[config.mk]
export PLATFORM = sky130hd
export DESIGN_NAME = fp_align_add_flat
export DESIGN_NICKNAME = d
export VERILOG_FILES = /design/src/rtl/fp_align_add_pkg.sv /design/src/rtl/fp_align_add_if.sv /design/src/rtl/fp_align_add_shift_right_sticky.sv /design/src/rtl/fp_align_add.sv /design/src/flat_wrapper.sv
export SDC_FILE = /design/constraint.sdc
export NUM_CORES = 1
export LEC_CHECK = 0
export ABC_AREA = 0
export CORE_MARGIN = 1
export CORE_UTILIZATION = 30
export CTS_CLUSTER_SIZE = 16
export DETAILED_ROUTE_END_ITERATION = 12
export GPL_TIMING_DRIVEN = 0
export SETUP_SLACK_MARGIN = 0.05
export SLEW_MARGIN = 20
export SYNTH_ARGS = -nofsm -noshare
export SYNTH_HDL_FRONTEND = slang
export SYNTH_HIERARCHICAL = 1
export SYNTH_SLANG_ARGS = --single-unit
[constraint.sdc]
create_clock -name clk -period 6.6 [get_ports clk]
set_clock_uncertainty 0.2 [all_clocks]
set_input_delay 0.99 -clock clk [delete_from_list [all_inputs] [get_ports clk]]
set_output_delay 0.99 -clock clk [all_outputs]
set_load 0.1 [all_outputs]
[src/rtl/fp_align_add_pkg.sv]
// rtl/fp_align_add_pkg.sv - binary32 field layout, widths and unpack helpers for the align/add stage
package fp_align_add_pkg;

    localparam int EXP_W    = 8;
    localparam int FRAC_W   = 23;
    localparam int EXT_W    = 4;
    localparam int MS_W     = 1 + FRAC_W + EXT_W;
    localparam int SH_W     = 5;
    localparam int BIAS     = 127;
    localparam int WORD_W   = 1 + EXP_W + FRAC_W;
    localparam int SIGN_POS = WORD_W - 1;
    localparam int EXP_LSB  = FRAC_W;
    localparam int EXP_MSB  = FRAC_W + EXP_W - 1;

    typedef struct packed {
        logic              sign;
        logic [EXP_W-1:0]  exp;
        logic [FRAC_W-1:0] frac;
    } fp32_t;

    // Hidden bit is set only for non-zero exponent fields; extension bits start clear.
    function automatic logic [MS_W-1:0] unpack_sig(fp32_t f);
        return {(f.exp != '0), f.frac, {EXT_W{1'b0}}};
    endfunction

    // Zero and denormal operands share the scale of the smallest normal exponent.
    function automatic logic [EXP_W-1:0] eff_exp(fp32_t f);
        return (f.exp == '0) ? EXP_W'(1) : f.exp;
    endfunction

endpackage

[src/rtl/fp_align_add_if.sv]
// rtl/fp_align_add_if.sv - operand input and aligned-sum output handshakes of the align/add stage
interface fp_align_add_if;
    import fp_align_add_pkg::*;

    logic              in_valid;
    logic              in_ready;
    logic [WORD_W-1:0] a;
    logic [WORD_W-1:0] b;
    logic              sub;
    logic              out_valid;
    logic              out_ready;
    logic [MS_W-1:0]   MS;
    logic [EXP_W-1:0]  ES;
    logic              Co;
    logic              sign;

    modport master (
        output in_valid, a, b, sub, out_ready,
        input  in_ready, out_valid, MS, ES, Co, sign
    );

    modport slave (
        input  in_valid, a, b, sub, out_ready,
        output in_ready, out_valid, MS, ES, Co, sign
    );

endinterface

[src/rtl/fp_align_add_shift_right_sticky.sv]
// rtl/fp_align_add_shift_right_sticky.sv - right shifter that ORs every shifted-out bit into bit 0
module fp_align_add_shift_right_sticky #(
    parameter int W     = 28,
    parameter int AMT_W = 5
) (
    input  logic [W-1:0]     din,
    input  logic [AMT_W-1:0] amt,
    input  logic             sat,
    output logic [W-1:0]     dout
);

    logic         lost;
    logic [W-1:0] shifted;

    // Shift, collect the dropped bits as sticky; saturation collapses to a lone sticky bit.
    always_comb begin
        lost    = |(din & ~({W{1'b1}} << amt));
        shifted = din >> amt;
        if (sat) begin
            dout = {{(W-1){1'b0}}, |din};
        end else begin
            dout = {shifted[W-1:1], shifted[0] | lost};
        end
    end

endmodule

[src/rtl/fp_align_add.sv]
// rtl/fp_align_add.sv - two-stage magnitude order, sticky align and add/sub ahead of normalisation
module fp_align_add
    import fp_align_add_pkg::*;
(
    input  logic          clk,
    input  logic          rst,
    fp_align_add_if.slave bus
);

    fp32_t            op_a;
    fp32_t            op_b_eff;
    fp32_t            big;
    logic             a_is_large;
    logic [MS_W-1:0]  sig_big;
    logic [MS_W-1:0]  sig_small;
    logic [MS_W-1:0]  sig_small_aligned;
    logic [EXP_W-1:0] exp_diff;
    logic             diff_sat;
    logic             eff_sub;

    logic             s1_en;
    logic             s2_en;
    logic             s1_valid;
    logic [MS_W-1:0]  s1_sig_a;
    logic [MS_W-1:0]  s1_sig_b;
    logic [EXP_W-1:0] s1_exp;
    logic             s1_sign;
    logic             s1_eff_sub;

    logic [MS_W:0]    sum;
    logic [MS_W-1:0]  diff;
    logic [MS_W-1:0]  ms_next;
    logic             co_next;
    logic             sign_next;

    logic             out_valid_q;
    logic [MS_W-1:0]  ms_q;
    logic [EXP_W-1:0] es_q;
    logic             co_q;
    logic             sign_q;

    // Ready ripples back from the normaliser so a full pipe still moves one item per cycle.
    assign s2_en        = !out_valid_q || bus.out_ready;
    assign s1_en        = !s1_valid || s2_en;
    assign bus.in_ready = s1_en;

    // The subtract request is folded into b's sign so ordering only ever sees an addition.
    always_comb begin
        op_a          = bus.a;
        op_b_eff      = bus.b;
        op_b_eff.sign = bus.b[SIGN_POS] ^ bus.sub;
    end

    // Magnitude order on {exp,frac}; a tie keeps operand a on top.
    assign a_is_large = {op_a.exp, op_a.frac} >= {op_b_eff.exp, op_b_eff.frac};
    assign big        = a_is_large ? op_a : op_b_eff;
    assign sig_big    = unpack_sig(big);
    assign sig_small  = unpack_sig(a_is_large ? op_b_eff : op_a);
    assign exp_diff   = eff_exp(big) - eff_exp(a_is_large ? op_b_eff : op_a);
    assign diff_sat   = exp_diff >= EXP_W'(MS_W);
    assign eff_sub    = op_a.sign ^ op_b_eff.sign;

    fp_align_add_shift_right_sticky #(
        .W     (MS_W),
        .AMT_W (SH_W)
    ) u_align (
        .din  (sig_small),
        .amt  (exp_diff[SH_W-1:0]),
        .sat  (diff_sat),
        .dout (sig_small_aligned)
    );

    // Stage 1 captures the ordered, aligned operands.
    always_ff @(posedge clk or posedge rst) begin
        if (rst) begin
            s1_valid   <= 1'b0;
            s1_sig_a   <= '0;
            s1_sig_b   <= '0;
            s1_exp     <= '0;
            s1_sign    <= 1'b0;
            s1_eff_sub <= 1'b0;
        end else if (s1_en) begin
            s1_valid   <= bus.in_valid;
            s1_sig_a   <= sig_big;
            s1_sig_b   <= sig_small_aligned;
            s1_exp     <= big.exp;
            s1_sign    <= big.sign;
            s1_eff_sub <= eff_sub;
        end
    end

    assign sum  = {1'b0, s1_sig_a} + {1'b0, s1_sig_b};
    assign diff = s1_sig_a - s1_sig_b;

    // Carry-out pre-shifts the sum keeping sticky; an exact cancellation yields +0.
    always_comb begin
        ms_next   = sum[MS_W-1:0];
        co_next   = 1'b0;
        sign_next = s1_sign;
        if (s1_eff_sub) begin
            ms_next = diff;
            if (diff == '0) begin
                sign_next = 1'b0;
            end
        end else if (sum[MS_W]) begin
            ms_next = {sum[MS_W], sum[MS_W-1:2], sum[1] | sum[0]};
            co_next = 1'b1;
        end
    end

    // Stage 2 holds the result for the normaliser until it is taken.
    always_ff @(posedge clk or posedge rst) begin
        if (rst) begin
            out_valid_q <= 1'b0;
            ms_q        <= '0;
            es_q        <= '0;
            co_q        <= 1'b0;
            sign_q      <= 1'b0;
        end else if (s2_en) begin
            out_valid_q <= s1_valid;
            ms_q        <= ms_next;
            es_q        <= s1_exp;
            co_q        <= co_next;
            sign_q      <= sign_next;
        end
    end

    assign bus.out_valid = out_valid_q;
    assign bus.MS        = ms_q;
    assign bus.ES        = es_q;
    assign bus.Co        = co_q;
    assign bus.sign      = sign_q;

endmodule

[src/flat_wrapper.sv]
// flat-port wrapper written by rule: the top's interface ports become plain ports
module fp_align_add_flat import fp_align_add_pkg::*;
  (clk, rst, bus_in_valid, bus_a, bus_b, bus_sub, bus_out_ready, bus_in_ready, bus_out_valid, bus_MS, bus_ES, bus_Co, bus_sign);
  fp_align_add_if bus_i ();
  input  logic clk;
  input  logic rst;
  input wire logic [$bits(bus_i.in_valid)-1:0] bus_in_valid;
  input wire logic [$bits(bus_i.a)-1:0] bus_a;
  input wire logic [$bits(bus_i.b)-1:0] bus_b;
  input wire logic [$bits(bus_i.sub)-1:0] bus_sub;
  input wire logic [$bits(bus_i.out_ready)-1:0] bus_out_ready;
  output wire logic [$bits(bus_i.in_ready)-1:0] bus_in_ready;
  output wire logic [$bits(bus_i.out_valid)-1:0] bus_out_valid;
  output wire logic [$bits(bus_i.MS)-1:0] bus_MS;
  output wire logic [$bits(bus_i.ES)-1:0] bus_ES;
  output wire logic [$bits(bus_i.Co)-1:0] bus_Co;
  output wire logic [$bits(bus_i.sign)-1:0] bus_sign;
  assign bus_i.in_valid = bus_in_valid;
  assign bus_i.a = bus_a;
  assign bus_i.b = bus_b;
  assign bus_i.sub = bus_sub;
  assign bus_i.out_ready = bus_out_ready;
  assign bus_in_ready = bus_i.in_ready;
  assign bus_out_valid = bus_i.out_valid;
  assign bus_MS = bus_i.MS;
  assign bus_ES = bus_i.ES;
  assign bus_Co = bus_i.Co;
  assign bus_sign = bus_i.sign;
  fp_align_add u_core (.clk(clk), .rst(rst), .bus(bus_i));
endmodule
Word-level counts from Yosys, hierarchy flattened
Cells that the tools add are included.

cells by class
  $add $sub $neg = 3
  order comparisons = 2
  shifts and indexed selects = 2
  multiplexer cells = 11
  bitwise operators = 6
  reduce and logical (&&, ||, !) cells = 11

operator list
  cell                     count
  $mux W28                 3
  $mux W32                 1
  $ge A31 B31 Y1           1
  $mux W31                 1
  $add A28 B28 Y29         1
  $and A28 B28 Y28         1
  $logic_not A28 Y1        1
  $not A28 Y28             1
  $reduce_or A28 Y1        1
  $shl A28 B5 Y28 const A  1
  $shr A28 B5 Y28          1
  $sub A28 B28 Y28         1
  $reduce_or A24 Y1        1
  $logic_not A8 Y1         2
  $mux W8                  2
  $reduce_bool A8 Y1       2
  $ge A8 B5 Y1 const B     1
  $sub A8 B8 Y8            1
  $mux W1                  4
  $logic_not A1 Y1         2
  $logic_or A1 B1 Y1       2
  $or A1 B1 Y1             2
  $xor A1 B1 Y1            2

word-level totals
  register bits = 102
  input port bits = 69
  output and inout port bits = 40
  word-level logic and storage cells = 46

Longest topological paths before layout
Gate-level depths: netlist (run 1).

  depth in word-level cells = 11
  depth in mapped cells = 29

Cells and area by module
The synthesis (run 1) kept the hierarchy.

modules (own cells, without submodules)
  module                           instances  cells each  area an instance (µm²)  sequential area each (µm²)
  fp_align_add                     1          1,076       8,998.6                 2,552.4
  fp_align_add_shift_right_sticky  1          236         1,759.2                 0.0

Least setup slack after synthesis (run 1)
OpenSTA, ideal clock, no wires.

  kind = input -> register
  start point = input port bus_b[24]
  end point = register u_core.s1_sig_b[2]
  library setup time = 125 ps
  arrival = 5,581 ps
  path slack = 695 ps
  stages = 26
  cell sequence = inv_1 -> ha_1 -> a21o_1 -> a21o_1 -> a21o_1 -> a21o_1 -> a211oi_1 -> o21a_1 -> o211ai_2 -> buf_2 -> buf_2 -> mux2_2 -> ha_1 -> fa_1 -> o21ai_0 -> a21oi_1 -> o21bai_1 -> a21oi_1 -> xnor2_1 -> a31oi_1 -> nand3_1 -> or2_2 -> buf_1 -> clkbuf_1 -> o22ai_1 -> mux2_2

between the ends
  longest elaborated chain between the ends = 7

ends and longest elaborated chain
  what                                         RTL line                                source
  start: declaration                           flat_wrapper.sv:9                       input wire logic [$bits(bus_i.b)-1:0] bus_b;
  $ge A31 B31 Y1                               fp_align_add.sv:55                      assign a_is_large = {op_a.exp, op_a.frac} >= {op_b_eff.exp, op_b_eff.frac};
  $mux W32 / $mux W31 (equally long branches)  fp_align_add.sv:56, fp_align_add.sv:59
  $logic_not A8 Y1                             fp_align_add_pkg.sv:28                  return (f.exp == '0) ? EXP_W'(1) : f.exp;
  $mux W8                                      fp_align_add_pkg.sv:28
  $sub A8 B8 Y8 (*)                            fp_align_add.sv:59                      assign exp_diff = eff_exp(big) - eff_exp(a_is_large ? op_b_eff : op_a);
  $ge A8 B5 Y1 (*)                             fp_align_add.sv:60                      assign diff_sat = exp_diff >= EXP_W'(MS_W);
  net u_core.diff_sat                          fp_align_add.sv:18                      logic diff_sat;
  $mux W28 (*)                                 fp_align_add_shift_right_sticky.sv:19   if (sat) begin
  net u_core.sig_small_aligned[2]              fp_align_add.sv:16                      logic [MS_W-1:0] sig_small_aligned;
  end signal: assignment                       fp_align_add.sv:85                      s1_sig_b <= sig_small_aligned;
  end: declaration                             fp_align_add.sv:25                      logic [MS_W-1:0] s1_sig_b;

Mark *: on every way through the listed nets, which the timed path passes. The rest lies on a longest branch.
A chain may end at the register's enable or synchronous reset.

Worst setup path in the final report (run 1)
  start point = input port bus_a[0]
  end point = register u_core.s1_sig_b[0]

between the ends
  longest elaborated chain between the ends = 11

ends and longest elaborated chain
  what                                         RTL line                                source
  start: declaration                           flat_wrapper.sv:8                       input wire logic [$bits(bus_i.a)-1:0] bus_a;
  $ge A31 B31 Y1 (*)                           fp_align_add.sv:55
  $mux W32 / $mux W31 (equally long branches)  fp_align_add.sv:56, fp_align_add.sv:59
  $logic_not A8 Y1                             fp_align_add_pkg.sv:28
  $mux W8                                      fp_align_add_pkg.sv:28
  $sub A8 B8 Y8 (*)                            fp_align_add.sv:59
  net u_core.exp_diff[1]                       fp_align_add.sv:17                      logic [EXP_W-1:0] exp_diff;
  $shl A28 B5 Y28                              fp_align_add_shift_right_sticky.sv:17   lost = |(din & ~({W{1'b1}} << amt));
  $not A28 Y28                                 fp_align_add_shift_right_sticky.sv:17
  $and A28 B28 Y28                             fp_align_add_shift_right_sticky.sv:17
  $reduce_or A28 Y1                            fp_align_add_shift_right_sticky.sv:17
  $or A1 B1 Y1                                 fp_align_add_shift_right_sticky.sv:22   dout = {shifted[W-1:1], shifted[0] | lost};
  $mux W28 (*)                                 fp_align_add_shift_right_sticky.sv:19
  net u_core.sig_small_aligned[0]              fp_align_add.sv:16

Marked as above.

==> impl_metrics.tcl, run 1 <==
set metrics [dict create \
    status "finished, final reports clean" \
    synthArstFlopShare 1.000 \
    path_cells "clkdlybuf4s50_1 > inv_1 > ha_1 > nand2b_1 > a21o_1 > a21o_1 > a21o_1 > a21oi_1 > o21a_2 > o211ai_4 > buf_6 > buf_4 > clkbuf_4 > a21oi_1 > ha_1 > fa_2 > inv_2 > mux2_1 > mux4_2 > a221oi_2 > a41oi_1 > o31a_1 > nand2_1 > o21ai_0" \
    cap_violations 0 \
    drc_errors 0 \
    cts.clk_slew.worst_paths_ns 0.07 \
    rsz0062_at_grt "false" \
    hold_path.class "register to register" \
    diodes 0 \
    ioPinCount 109 \
    power.total_uw 4442 \
    drive_above_1_share 0.1176 \
    yosysWarningCount 6 \
    dpl.hpwl_mm 30.23 \
    crit_fanout 10 \
    critPathCaptureType "register" \
    synthDistinctLibCells 90 \
    root_buffer "clkbuf_16" \
    maxSlewHeadroom 0.3258 \
    reg2reg_depth 9 \
    netlist_area_um2 10760 \
    powerDensity_nw_per_um2 340.9 \
    cpMaxStageDelayCell "mux4_2" \
    start_util 0.3084 \
    cts_tree "built" \
    leakagePower_uw 0.005485 \
    whs_path_depth 1 \
    gp_congestion 0.9126 \
    vias_per_cell 5.473 \
    wl_per_cell_um 19.36 \
    r2r-start "u_core/s1_sig_a[16]" \
    drtIter0Drc 718 \
    avgSynthCellArea_um2 8.200 \
    fin_util 0.3735 \
    io_buffer_count 108 \
    peakVddDrop_v 0.0004196 \
    grt_use_total 0.2051 \
    setup_ws_ns 0.2798 \
    grt_pass1_wl_mm 58.31 \
    setup.worst_path.class "primary input to register" \
    vias 10490 \
    numCtsBuffers 9 \
    start_kind "primary input" \
    fin_nets 1614 \
    place_ws_ns -1.208 \
    ant_nets 0 \
    die_w_um 191.4 \
    ys_seq_area_frac 0.2373 \
    core_um2 34880 \
    place_area_um2 12510 \
    finalCritPeriodShare 0.9576 \
    placed_cells 1894 \
    grt_pass1_vias 10280 \
    ctsHoldBuffers 0 \
    stdcell_area_um2 13030 \
    min_from "u_core/s1_valid" \
    syn_inst 1312 \
    worstHoldEndpoint "u_core/bus.out_valid" \
    num-fill-cells 3694 \
    htreeDepth 3 \
    crit_path_max_incr_delay_ns 0.54 \
    grt_overflow 0 \
    instances_no_fill 1917 \
    clock_sinks 102 \
    crit_required_ns 6.62 \
    r2r-end "u_core/bus.sign" \
    drtPass1Iterations 6 \
    regToRegSetupSlack_ns 2.77 \
    ys.flop_type "dfrtp_1" \
    cts_buffer_depth 2 \
    finalCriticalPeriod_ns 6.320 \
    hold_viol_final 0 \
    antenna_found_initial 0 \
    critPathArrivalTime_ns 6.34 \
    fmax_ghz 0.1582 \
    synth_edf_count 0 \
    synthToLayoutAreaGrowth_pct 21.12 \
    clk_latency_ns 0.36 \
    grt_max_degree 73 \
    finalSetupViolations 0 \
    path_common_cell "a21o_1" \
    wl_mm 37.11 \
    die-height_um 191.4 \
    slew_violations 0 \
    tightest_slew_ns 1.008 \
    rows 68 \
    die-area_um2 36620 \
    ys_ff_latch 102 \
]
[synth_stat cells (16+ instances only)]
cell      instances  area share
nor2_1          126       0.044
nand2_1         125       0.044
a21oi_1         111       0.052
dfrtp_1         102        0.24
inv_1            94       0.033
ha_1             86        0.10
o21ai_0          67       0.031
mux2i_1          63       0.059
clkbuf_1         46       0.016
mux2_2           44       0.046
nor3_1           29       0.013
a21o_1           27       0.019
xnor2_1          27       0.022
buf_2            20      0.0093
a211oi_1         19       0.013
mux4_2           19       0.040
nand3_1          16      0.0074
[through the flow]
| stage | hold slack, ns | TNS [ns] |
|---|---|---|
| 6_report | 0.2585 | 0 |
| 5_1_grt | 0.2723 | 0 |
| 4_1_cts | 0.2609 | 0 |
| 3_5_place_dp | 0.2467 | -23.53 |
| 3_3_place_gp | 0.2455 | -23.08 |
| 2_1_floorplan | 0.2346 | 0 |
[worst max path at each step]
| stage | start | endpoint | depth (start not counted) | slack, ns |
|---|---|---|---|---|
| floorplan | bus_b[24] | u_core/s1_sig_b[2] | 26 | 0.69 |
| global placement | bus_b[8] | u_core/s1_sig_b[0] | 25 | -1.22 |
| detailed placement | bus_b[8] | u_core/s1_sig_b[0] | 25 | -1.21 |
| CTS | bus_b[24] | u_core/s1_sig_b[0] | 28 | 0.05 |
| global route | bus_b[8] | u_core/s1_sig_b[0] | 29 | 0.07 |
| finish | bus_a[0] | u_core/s1_sig_b[0] | 24 | 0.28 |
[timing repair]
item / in CTS / in global routing
pin swaps: 4 / 5
resized for setup: 30 / 23
setup buffers: 6 / 1
endpoints found under the setup margin: 28 / 23
[cell type report]
type / count / area, um2 / area share
multi-input cells: 1050 / 7680 / 0.5894
flip-flops and latches: 102 / 2552 / 0.1959
repair buffers: 116 / 1186 / 0.09103
well taps: 455 / 569.3 / 0.04369
plain buffers: 81 / 390.4 / 0.02996
inverters: 97 / 369.1 / 0.02833
clock buffers: 10 / 229.0 / 0.01757
clock inverters: 6 / 53.80 / 0.004129
[cells by family (layout without fill, tap and decap cells)]
kind of cell             after synthesis  in the layout  synth area share
AND/OR/NAND/NOR                      399            399            0.1763
adder cells (fa/ha/maj)               88             88            0.1037
flip-flops                           102            102            0.2373
multiplexers                         132            132            0.1507
other                                  1             19         0.0003486
buffers and inverters                178            310           0.06804
AO/OA/AOI/OAI                        375            375            0.2334
XOR/XNOR                              37             37           0.03012
[routing by layer]
metal / wire [um] / share of wire / global-route usage
met4: 1347 / 0.036 / 0.07723
met1: 17410 / 0.47 / 0.2829
met3: 1883 / 0.051 / 0.02662
met5: 0 / 0 / 0
met2: 16480 / 0.44 / 0.3243
[where the power goes]
group / total (uW) / leakage (uW) / switching [uW] / internal [uW]
sequential: 866 / 0.00124 / 102 / 764
combinational: 3050 / 0.00411 / 2040 / 1020
clock: 523 / 0.000136 / 259 / 263
total: 4440 / 0.00548 / 2400 / 2050
[critical path, delay by kind of cell]
| family | cells | cell delay [ns] |
|---|---|---|
| AO/OA/AOI/OAI | 11 | 2.05 |
| buffers and inverters | 6 | 1.19 |
| adder cells (fa/ha/maj) | 3 | 0.94 |
| multiplexers | 2 | 0.90 |
| AND/OR/NAND/NOR | 2 | 0.24 |
[placed cells by master (no fill, tap or decap), types with 6 or more instances in the layout]
master	n
a21oi_1	107
conb_1	19
nand4_1	12
mux2_2	44
o21bai_1	11
o21ai_1	6
nand3_1	15
buf_2	18
nand2_1	125
nor2_1	126
and3_1	7
nor2b_1	9
clkbuf_16	9
o211ai_1	9
inv_1	92
dfrtp_1	102
nor3_1	28
nand2b_1	10
a211oi_1	18
mux2_1	6
clkbuf_2	6
or4_1	6
clkbuf_1	41
o31ai_1	9
a21o_1	27
or3_1	14
a31oi_1	14
o22ai_1	14
xor2_1	10
o21ai_0	64
xnor2_1	25
o21a_1	7
mux2i_1	62
buf_1	6
mux4_2	19
clkdlybuf4s50_1	103
o221ai_1	8
buf_4	12
ha_1	86
nor4_1	10
[state kept, by name, indices dropped and copies added (netlist names)]
| name | count |
|---|---|
| u_core/s1_sig_a | 24 |
| u_core/bus.Co | 1 |
| u_core/bus.MS | 28 |
| u_core/s1_valid | 1 |
| u_core/s1_exp | 8 |
| u_core/bus.out_valid | 1 |
| u_core/s1_sig_b | 28 |
| u_core/s1_sign | 1 |
| u_core/bus.ES | 8 |
| u_core/s1_eff_sub | 1 |
| u_core/bus.sign | 1 |
Power figures use the tool's default switching activity.
==> run 2: changes to the inputs <==
- ABC_CLOCK_PERIOD_IN_PS: unset -> 6600
- PLACE_DENSITY_LB_ADDON: unset -> 0.2
==> run 2 against run 1 <==
Against the previous run:
- utilization shrank 0.14 points
- critical path depth shrank 2
- sequential power is essentially flat
- wire length grew 1.6%
==> impl_metrics.tcl, run 2 (synthesized netlist as in run 1, its figures left out) <==
set metrics [dict create \
    root_buffer "clkbuf_16" \
    instances_no_fill 1914 \
    grt_pass1_wl_mm 58.31 \
    cpMaxStageDelayCell "clkdlybuf4s50_1" \
    setup.worst_path.class "primary input to register" \
    dpl.hpwl_mm 30.59 \
    clk_latency_ns 0.35 \
    critPathTopFamily "compound AO/OA/AOI/OAI gates" \
    io_buffer_count 108 \
    grt_use_total 0.2057 \
    tightest_slew_ns 0.9926 \
    start_util 0.3084 \
    cts_buffer_depth 2 \
    status "finished, final reports clean" \
    top_usage_layer "met2" \
    critPathCaptureType "register" \
    diodes 0 \
    finalSetupViolations 0 \
    clock_sinks 102 \
    hold_path.class "register to register" \
    ioPinCount 109 \
    synthToLayoutAreaGrowth_pct 20.66 \
    path_cells "clkdlybuf4s50_1 > ha_1 > a21o_1 > a21o_1 > a21o_1 > a21o_1 > a211oi_2 > o21a_1 > o211ai_4 > buf_6 > buf_6 > mux2_2 > ha_1 > fa_2 > inv_1 > mux2_2 > mux4_2 > a221oi_2 > a41oi_1 > o31a_1 > nand2_1 > o21ai_0" \
    cap_violations 0 \
    die_w_um 191.4 \
    grt_util_met1 0.2871 \
    antenna_found_initial 0 \
    grt_use_met2 0.3342 \
    layout_common_cells "nor2_1, nand2_1, a21oi_1, clkdlybuf4s50_1, dfrtp_1" \
    cts_tree "built" \
    vias_per_cell 5.394 \
    use_met3 0.01854 \
    gp_congestion 0.9270 \
    rsz0062_at_grt "false" \
    numCtsBuffers 9 \
    leakagePower_uw 0.005446 \
    fin_util 0.3721 \
    setup_tns_ns 0 \
    rows 68 \
    crit_required_ns 6.62 \
    powerDensity_nw_per_um2 341.2 \
    finalCriticalPeriod_ns 6.297 \
    drtIter0Drc 679 \
    wl_per_cell_um 19.70 \
    crit_path_max_incr_delay_ns 0.53 \
    vias 10320 \
    fin_nets 1611 \
    htreeDepth 3 \
    grt_pass1_vias 10090 \
    peakVddDrop_v 0.0002536 \
    layout_commonest_cell "nor2_1" \
    num-fill-cells 3725 \
    critPathArrivalTime_ns 6.31 \
    fmax_ghz 0.1588 \
    maxSlewHeadroom 0.3362 \
    drive_above_1_share 0.1151 \
    grt_max_degree 74 \
    drc_errors 0 \
    cts.clk_slew.worst_paths_ns 0.07 \
    ant_nets 0 \
    grt_overflow 0 \
    crit_buf_inv 4 \
    drtPass1Iterations 5 \
    core_um2 34880 \
    slew_violations 0 \
    placed_cells 1894 \
    wl_mm 37.70 \
    die-area_um2 36620 \
    crit_fanout 10 \
    path_common_cell "a21o_1" \
    ctsHoldBuffers 0 \
    die-height_um 191.4 \
    finalCritPeriodShare 0.9541 \
    start_kind "primary input" \
    hold_viol_final 0 \
]
==> run 2: cell count changes in the layout (fill, tap and decap cells not counted), moves of 2 or more <==
cell             before  now
o21ai_1               6    9
buf_6                 4    6
clkdlybuf4s50_1     103  105
o21ai_0              64   62
dlymetal6s2s_1        5    3
buf_4                12    9
==> run 2: cell type report <==
cell class / count / area, um2 / share of cell area
inverters: 97 / 369.1 / 0.02844
flip-flops and latches: 102 / 2552 / 0.1966
well taps: 455 / 569.3 / 0.04386
plain buffers: 80 / 394.1 / 0.03036
repair buffers: 114 / 1154 / 0.08888
clock inverters: 6 / 52.55 / 0.004049
multi-input cells: 1050 / 7660 / 0.5901
clock buffers: 10 / 229.0 / 0.01764
==> run 2: per-layer routing <==
layer	part of all wire	vias up
met3	0.039	35
met2	0.46	304
li1	-	5064
met4	0.024	0
met1	0.48	4921
met5	0	-
==> run 2: final timing paths <==
kind                                startpoint                   end  slack (ns)  cells past startpoint
min in group asynchronous                  rst     u_core/bus.MS[27]        0.78                      2
hold reg to reg                u_core/s1_valid  u_core/bus.out_valid        0.26                      1
setup reg to reg           u_core/s1_sig_a[16]       u_core/bus.sign        2.77                      9
max in group asynchronous                  rst   u_core/s1_sig_a[18]        4.76                      3
setup / recovery                     bus_a[23]    u_core/s1_sig_b[0]        0.30                     22
hold / removal                 u_core/s1_valid  u_core/bus.out_valid        0.26                      1
==> run 2: per-stage QoR <==
stage / total power [uW] / setup slack [ns] / hold slack (ns) / instance area [um2]
floorplan: 3046 / 0.6947 / 0.2346 / 10830
global placement: 3815 / -1.132 / 0.2471 / 12480
detailed placement: 3821 / -1.168 / 0.2516 / 12510
CTS: 4382 / 0.01891 / 0.2695 / 12840
global route: 4694 / 0.05074 / 0.2971 / 12980
finish: 4429 / 0.3030 / 0.2614 / 12980
==> run 2: where the power goes <==
group          total, uW  internal [uW]  switching (uW)
clock                523            263             260
combinational       3040           1010            2030
sequential           863            764            99.2
total               4430           2040            2390
==> run 2: repair_timing <==
| action | in CTS | in global routing |
|---|---|---|
| endpoints found under the setup margin | 28 | 28 |
| pin swaps | 2 | 10 |
| gates resized for setup | 19 | 32 |
| buffers inserted | 2 | 3 |
